`config.mk`:
```
export PLATFORM = sky130hd
export DESIGN_NAME = msdap_sequencer
export DESIGN_NICKNAME = d
export VERILOG_FILES = /design/src/rtl/msdap_pkg.sv /design/src/rtl/msdap_zero_run.sv /design/src/rtl/msdap_sequencer.sv
export SDC_FILE = /design/constraint.sdc
export NUM_CORES = 1
export LEC_CHECK = 0
export CORE_UTILIZATION = 55
export CTS_CLUSTER_SIZE = 30
export DETAILED_ROUTE_END_ITERATION = 8
export HOLD_SLACK_MARGIN = 0.08
export PLACE_DENSITY = 0.79
export SLEW_MARGIN = 5
export SYNTH_ARGS = -nofsm -noshare
export SYNTH_HDL_FRONTEND = slang
export SYNTH_HIERARCHICAL = 1
export SYNTH_SLANG_ARGS = --single-unit
```
`constraint.sdc`:
```
create_clock -name clk -period 7.3 [get_ports clk]
set_clock_uncertainty 0.1 [all_clocks]
set_input_delay 1.46 -clock clk [delete_from_list [all_inputs] [get_ports clk]]
set_output_delay 1.46 -clock clk [all_outputs]
set_load 0.02 [all_outputs]
```
`src/rtl/msdap_pkg.sv`:
```
// Shared state encoding and default parameters for the MSDAP sequencer.
package msdap_pkg;

  localparam int unsigned DefNumCh       = 2;
  localparam int unsigned DefRjDepth     = 16;
  localparam int unsigned DefCoeffDepth  = 512;
  localparam int unsigned DefDataDepth   = 256;
  localparam int unsigned DefSleepThresh = 800;

  typedef logic [3:0] state_t;

  localparam state_t StIdle         = 4'd0;
  localparam state_t StInit         = 4'd1;
  localparam state_t StClearing     = 4'd2;
  localparam state_t StWaitRj       = 4'd3;
  localparam state_t StWrRj         = 4'd4;
  localparam state_t StWaitEndRj    = 4'd5;
  localparam state_t StWaitCoeff    = 4'd6;
  localparam state_t StWrCoeff      = 4'd7;
  localparam state_t StWaitEndCoeff = 4'd8;
  localparam state_t StWaitData     = 4'd9;
  localparam state_t StWriteData    = 4'd10;
  localparam state_t StConvClr      = 4'd11;
  localparam state_t StConv         = 4'd12;
  localparam state_t StOutput       = 4'd13;
  localparam state_t StSleeping     = 4'd14;
  localparam state_t StPreClear     = 4'd15;

  // Run-time states in which a flush request aborts work and clears the sample buffer.
  function automatic logic is_run_state(state_t s);
    return (s == StWaitData) || (s == StWriteData) || (s == StConvClr) ||
           (s == StConv) || (s == StOutput) || (s == StSleeping);
  endfunction

endpackage

```
`src/rtl/msdap_zero_run.sv`:
```
// Per-channel run-length counter of consecutive zero samples, saturating at the threshold.
module msdap_zero_run
  import msdap_pkg::*;
#(
  parameter int unsigned SLEEP_THRESH = DefSleepThresh
) (
  input  logic clk_i,
  input  logic rst_ni,
  input  logic clear_i,
  input  logic wr_en_i,
  input  logic zero_i,
  output logic sat_o
);

  localparam int unsigned CntW = $clog2(SLEEP_THRESH + 1);
  localparam logic [CntW-1:0] Thresh = CntW'(SLEEP_THRESH);

  logic [CntW-1:0] cnt_q, cnt_d;

  always_comb begin
    cnt_d = cnt_q;
    if (clear_i) begin
      cnt_d = '0;
    end else if (wr_en_i) begin
      if (!zero_i) begin
        cnt_d = '0;
      end else if (cnt_q != Thresh) begin
        cnt_d = cnt_q + 1'b1;
      end
    end
  end

  // Reflects the post-update count so the sequencer can decide on the write cycle itself.
  assign sat_o = (cnt_d == Thresh);

  always_ff @(posedge clk_i or negedge rst_ni) begin
    if (!rst_ni) begin
      cnt_q <= '0;
    end else begin
      cnt_q <= cnt_d;
    end
  end

endmodule

```
`src/rtl/msdap_sequencer.sv`:
```
// MSDAP control sequencer: Rj/coefficient load, sample buffering, per-channel convolution
// scheduling, sleep on silence and flush handling. All outputs decode from registered state.
module msdap_sequencer
  import msdap_pkg::*;
#(
  parameter int unsigned NUM_CH       = DefNumCh,
  parameter int unsigned RJ_DEPTH     = DefRjDepth,
  parameter int unsigned COEFF_DEPTH  = DefCoeffDepth,
  parameter int unsigned DATA_DEPTH   = DefDataDepth,
  parameter int unsigned SLEEP_THRESH = DefSleepThresh
) (
  input  logic                                            clk,
  input  logic                                            reset_n,
  input  logic                                            start,
  input  logic                                            frame,
  input  logic                                            flush,
  input  logic [NUM_CH-1:0]                               in_zero,
  input  logic                                            conv_done,
  output logic                                            in_ready,
  output logic                                            rj_wr_en,
  output logic                                            coeff_wr_en,
  output logic                                            data_wr_en,
  output logic                                            data_clear,
  output logic [$clog2(NUM_CH*RJ_DEPTH)-1:0]              rj_addr,
  output logic [$clog2(NUM_CH*COEFF_DEPTH)-1:0]           coeff_addr,
  output logic [$clog2(DATA_DEPTH)-1:0]                   data_addr,
  output logic [((NUM_CH > 1) ? $clog2(NUM_CH) : 1)-1:0]  ch_sel,
  output logic                                            alu_en,
  output logic                                            alu_clear,
  output logic                                            p2s_load,
  output logic                                            s2p_clear,
  output logic                                            p2s_clear,
  output logic                                            sleep,
  output logic                                            overrun
);

  localparam int unsigned RjAw    = $clog2(NUM_CH * RJ_DEPTH);
  localparam int unsigned CoeffAw = $clog2(NUM_CH * COEFF_DEPTH);
  localparam int unsigned DataAw  = $clog2(DATA_DEPTH);
  localparam int unsigned ChW     = (NUM_CH > 1) ? $clog2(NUM_CH) : 1;

  localparam logic [RjAw-1:0]    RjLast    = RjAw'(NUM_CH * RJ_DEPTH - 1);
  localparam logic [CoeffAw-1:0] CoeffLast = CoeffAw'(NUM_CH * COEFF_DEPTH - 1);
  localparam logic [DataAw-1:0]  DataLast  = DataAw'(DATA_DEPTH - 1);
  localparam logic [ChW-1:0]     ChLast    = ChW'(NUM_CH - 1);

  state_t              state_q, state_d;
  logic                frame_q;
  logic [RjAw-1:0]     rj_addr_q, rj_addr_d;
  logic [CoeffAw-1:0]  coeff_addr_q, coeff_addr_d;
  logic [DataAw-1:0]   data_addr_q, data_addr_d;
  logic [ChW-1:0]      ch_sel_q, ch_sel_d;
  logic                overrun_q, overrun_d;
  logic                clr_to_data_q, clr_to_data_d;
  logic                frame_rise;
  logic                zr_clear;
  logic [NUM_CH-1:0]   zr_sat;

  assign frame_rise = frame & ~frame_q;

  for (genvar c = 0; c < NUM_CH; c++) begin : g_zero_run
    msdap_zero_run #(
      .SLEEP_THRESH(SLEEP_THRESH)
    ) u_zero_run (
      .clk_i   (clk),
      .rst_ni  (reset_n),
      .clear_i (zr_clear),
      .wr_en_i (state_q == StWriteData),
      .zero_i  (in_zero[c]),
      .sat_o   (zr_sat[c])
    );
  end

  always_comb begin
    state_d       = state_q;
    rj_addr_d     = rj_addr_q;
    coeff_addr_d  = coeff_addr_q;
    data_addr_d   = data_addr_q;
    ch_sel_d      = ch_sel_q;
    overrun_d     = overrun_q;
    clr_to_data_d = clr_to_data_q;
    zr_clear      = 1'b0;

    unique case (state_q)
      StIdle: ;
      StInit: begin
        rj_addr_d     = '0;
        coeff_addr_d  = '0;
        data_addr_d   = '0;
        ch_sel_d      = '0;
        overrun_d     = 1'b0;
        clr_to_data_d = 1'b0;
        zr_clear      = 1'b1;
        state_d       = StClearing;
      end
      StClearing: begin
        data_addr_d = data_addr_q + 1'b1;
        if (data_addr_q == DataLast) begin
          data_addr_d = '0;
          state_d     = clr_to_data_q ? StWaitData : StWaitRj;
        end
      end
      StWaitRj:    if (frame_rise) state_d = StWrRj;
      StWrRj:      state_d = StWaitEndRj;
      StWaitEndRj: begin
        if (!frame) begin
          rj_addr_d = (rj_addr_q == RjLast) ? '0 : rj_addr_q + 1'b1;
          state_d   = (rj_addr_q == RjLast) ? StWaitCoeff : StWaitRj;
        end
      end
      StWaitCoeff: if (frame_rise) state_d = StWrCoeff;
      StWrCoeff:   state_d = StWaitEndCoeff;
      StWaitEndCoeff: begin
        if (!frame) begin
          coeff_addr_d = (coeff_addr_q == CoeffLast) ? '0 : coeff_addr_q + 1'b1;
          state_d      = (coeff_addr_q == CoeffLast) ? StWaitData : StWaitCoeff;
        end
      end
      StWaitData:  if (frame_rise) state_d = StWriteData;
      StWriteData: begin
        data_addr_d = data_addr_q + 1'b1;
        ch_sel_d    = '0;
        state_d     = (&zr_sat) ? StSleeping : StConvClr;
      end
      StConvClr: begin
        if (frame_rise) overrun_d = 1'b1;
        state_d = StConv;
      end
      StConv: begin
        if (frame_rise) overrun_d = 1'b1;
        if (conv_done) begin
          if (ch_sel_q == ChLast) begin
            state_d = StOutput;
          end else begin
            ch_sel_d = ch_sel_q + 1'b1;
            state_d  = StConvClr;
          end
        end
      end
      StOutput: begin
        ch_sel_d = '0;
        state_d  = StWaitData;
      end
      StSleeping: begin
        // Silent frames are dropped; a frame with any live channel wakes and gets written.
        if (frame_rise && !(&in_zero)) begin
          zr_clear = 1'b1;
          state_d  = StWriteData;
        end
      end
      StPreClear: begin
        data_addr_d   = '0;
        ch_sel_d      = '0;
        zr_clear      = 1'b1;
        clr_to_data_d = 1'b1;
        state_d       = StClearing;
      end
      default: state_d = StIdle;
    endcase

    if (start) begin
      state_d = StInit;
    end else if (flush && is_run_state(state_q)) begin
      state_d = StPreClear;
    end
  end

  always_comb begin
    in_ready    = !((state_q == StIdle) || (state_q == StInit) ||
                    (state_q == StClearing) || (state_q == StPreClear));
    rj_wr_en    = (state_q == StWrRj);
    coeff_wr_en = (state_q == StWrCoeff);
    data_clear  = (state_q == StClearing);
    data_wr_en  = (state_q == StClearing) || (state_q == StWriteData);
    alu_clear   = (state_q == StConvClr);
    alu_en      = (state_q == StConv);
    p2s_load    = (state_q == StOutput);
    s2p_clear   = (state_q == StInit) || (state_q == StPreClear);
    p2s_clear   = (state_q == StInit) || (state_q == StPreClear);
    sleep       = (state_q == StSleeping);
    overrun     = overrun_q;
    rj_addr     = rj_addr_q;
    coeff_addr  = coeff_addr_q;
    data_addr   = data_addr_q;
    ch_sel      = ch_sel_q;
  end

  always_ff @(posedge clk or negedge reset_n) begin
    if (!reset_n) begin
      state_q       <= StIdle;
      frame_q       <= 1'b0;
      rj_addr_q     <= '0;
      coeff_addr_q  <= '0;
      data_addr_q   <= '0;
      ch_sel_q      <= '0;
      overrun_q     <= 1'b0;
      clr_to_data_q <= 1'b0;
    end else begin
      state_q       <= state_d;
      frame_q       <= frame;
      rj_addr_q     <= rj_addr_d;
      coeff_addr_q  <= coeff_addr_d;
      data_addr_q   <= data_addr_d;
      ch_sel_q      <= ch_sel_d;
      overrun_q     <= overrun_d;
      clr_to_data_q <= clr_to_data_d;
    end
  end

endmodule

```
==> flow_summary_export.csv <==
group,metric,value,unit
logic_synthesis,synth_flop_cell,"dfrtp_1",
route,via_count,3208,
clock_tree,cts_setup_buffers,0,
timing,clock.fmax,245,MHz
clock_tree,numCtsBuffers,5,
logic_synthesis,synthArstFlopShare,1.00,
job,maxCapViolCount,0,
clock_tree,cts.sinks,51,
logic_synthesis,syn_nets,436,
grt,gr-total-overflow,0,
finish,fin_nets,464,
finish,diodes,0,
status,status,"finished clean",
floorplanning,core_area,6310,µm²
critical_path,cp_num_buf_inv,1,
timing,final_hold_viol_count,0,
logic_synthesis,synth_edf_count,0,
timing,min_period_over_period,0.560,
critical_path,worstSetupPathType,"flip-flop to primary output",
critical_path,crit_path_cell_trace,"nand2_1 > nor3_1 > clkdlybuf4s50_1",
logic_synthesis,avgSynthCellArea,8.54,µm²
pwr,vdd_drop_max,188,µV
logic_synthesis,yosys.area.top_type_share,0.356,
timing,finalSetupViolations,0,
timing,fin_crit,4090,ps
grt,grt_first_pass_wirelength,13.5,mm
route,drc,0,
floorplanning,die_area,6850,µm²
place,portBuffers,43,
floorplanning,die_w,82.7,µm
timing,drv_slew,0,
timing,rsz0062_at_grt,"no",
logic_synthesis,ys_warn_count,6,
finish,area_growth,13.1,%
clock_tree,cts_root_buf,"clkbuf_8",
route,wl_per_cell,15.7,µm
logic_synthesis,syn_area,3590,µm²
grt,grt_max_degree,52,
floorplanning,row_count,29,
critical_path,cpPeakStageDelay,970,ps
logic_synthesis,yosysSeqAreaShare,0.356,
timing,worst_slew_pin_slew,938,ps
hold_path,hp-class,"flip-flop to flip-flop",
clock_tree,cts.repair.resized,0,
route,postRouteAntennaNets,0,
clock_tree,clock_latency,310,ps
route,drt_iter0_markers,227,
critical_path,crit_arrival,2530,ps
clock_tree,cts_hold_buf,0,
logic_synthesis,yosysMostFrequentCell,"dfrtp_1",
floorplanning,die_h,82.7,µm
critical_path,worst-endpoint-required,5740,ps
place,dp_hpwl,5.77,mm
timing,tns,0,ps
clock_tree,clockBufferDepth,2,
clock_tree,htree_num_levels,2,
critical_path,crit_family,"flip-flops",
route,routed_wl,8.28,mm
critical_path,path_max_fanout,31,
pwr,power.leakage,1.63,nW
critical_path,worst_setup_path_start_kind,"flip-flop",
grt,antenna_found_initial,0,
grt,grt_pass1_vias,2987,
finish,fin_util,0.642,
floorplanning,ios,44,
finish,drive_above_1_share,0.0690,
pwr,powerDensity,246,nW/µm²
logic_synthesis,synthTopCellsByArea,"dfrtp_1 36%, nor2_1 4.9%, nand2_1 4.0%, o21ai_0 3.5%, xnor2_1 3.4%",
logic_synthesis,synthCells,420,
clock_tree,cts_tree,"yes",
grt,grt_use_total,0.254,
timing,relSlewSlack,0.375,
critical_path,cp-end-kind,"primary output",
logic_synthesis,ys_types,66,
logic_synthesis,synth_area_leader_cell,"dfrtp_1",
clock_tree,clkTransAtPathRegs,80,ps
critical_path,cp_slowest_cell,"dfrtp_1",
logic_synthesis,ys_ff_latch,51,
logic_synthesis,yosys-top-cells-count,"51 x dfrtp_1, 47 x nor2_1, 38 x nand2_1, 25 x o21ai_0, 23 x a21oi_1",
route,via_per_inst,6.10,
floorplanning,start_util,0.568,
route,drt-pass1-iter-count,4,
place,gp_congestion,0.892,
layer usage:
metal  track usage  vias to the layer above  routed length (µm)
met1         0.337                     1551                3780
li1              -                     1565                   -
met5             0                        -                   0
met2         0.425                       86                4020
met3        0.0484                        6                 422
met4        0.0638                        0                  51
where the power goes:
group          total (mW)  switching [mW]  internal (mW)  leakage, nW
Sequential          0.387          0.0851          0.302        0.703
Clock               0.160          0.0924         0.0676       0.0422
Combinational       0.450           0.276          0.175        0.888
Total               0.997           0.453          0.544         1.63
through the flow:
stage	worst slack (ps)	hold slack, ps	cells	total power [mW]	area [µm²]
3_3_place_gp	3190	406	518	0.829	3980
3_5_place_dp	3110	432	518	0.838	3980
2_1_floorplan	3980	405	420	0.719	3590
6_report	3210	442	526	0.997	4060
5_1_grt	2880	475	526	1.07	4060
4_1_cts	3230	440	526	0.998	4060
cell usage in the layout, fill, tap and decap left out, types with 6 or more instances in the layout:
cell type	synthesis	routed
xor2_1	8	8
ha_1	8	8
nor2b_1	8	8
nand4_1	8	8
nor4_1	6	6
a21o_1	8	8
o21ai_0	25	25
dfrtp_1	51	51
nor2_1	47	47
xnor2_1	14	14
a31oi_1	6	6
inv_1	16	16
nand2_1	38	38
a21oi_1	23	23
nor3_1	22	22
clkdlybuf4s50_1	0	42
nand3_1	17	17
and3_1	6	6
cell type report:
class	count	area (µm²)
timing repair buffer	44	433
clock inverter	1	5.00
clock buffer	7	76.3
sequential	51	1280
multi-input combinational	329	2110
tap	77	96.3
fill	553	2260
inverter	17	63.8
sequential cells by signal, indices dropped and copies added (netlist names):
register / count
overrun: 1
clr_to_data_q: 1
rj_addr: 5
ch_sel: 1
state_q: 4
frame_q: 1
g_zero_run.u_zero_run/cnt_q: 20
coeff_addr: 10
data_addr: 8
cells by family (layout without fill, tap and decap cells):
family | Yosys count | after routing | share of synthesized area
AOI/OAI and AO/OA | 100 | 100 | 0.190
buffers and inverters | 40 | 69 | 0.0569
adders and majority gates | 8 | 8 | 0.0279
DFF | 51 | 51 | 0.356
muxes | 8 | 8 | 0.0255
xor gates and xnor gates | 22 | 22 | 0.0537
and+or+nand+nor | 191 | 191 | 0.290
worst paths after layout:
kind	startpoint	to	slack, ps	cells after the start
setup / recovery	state_q[3]$_DFFE_PN0P_	alu_en	3210	3
hold / removal	rj_addr[2]$_DFFE_PN0P_	rj_addr[2]$_DFFE_PN0P_	440	1
setup reg to reg	state_q[1]$_DFFE_PN0P_	state_q[0]$_DFFE_PN0P_	3330	12
hold reg to reg	rj_addr[2]$_DFFE_PN0P_	rj_addr[2]$_DFFE_PN0P_	440	1
max in group asynchronous	reset_n	coeff_addr[3]$_DFFE_PN0P_	5490	2
min in group asynchronous	reset_n	g_zero_run[1].u_zero_run/cnt_q[6]$_DFF_PN0_	1160	2
Power figures use the tool's default switching activity.
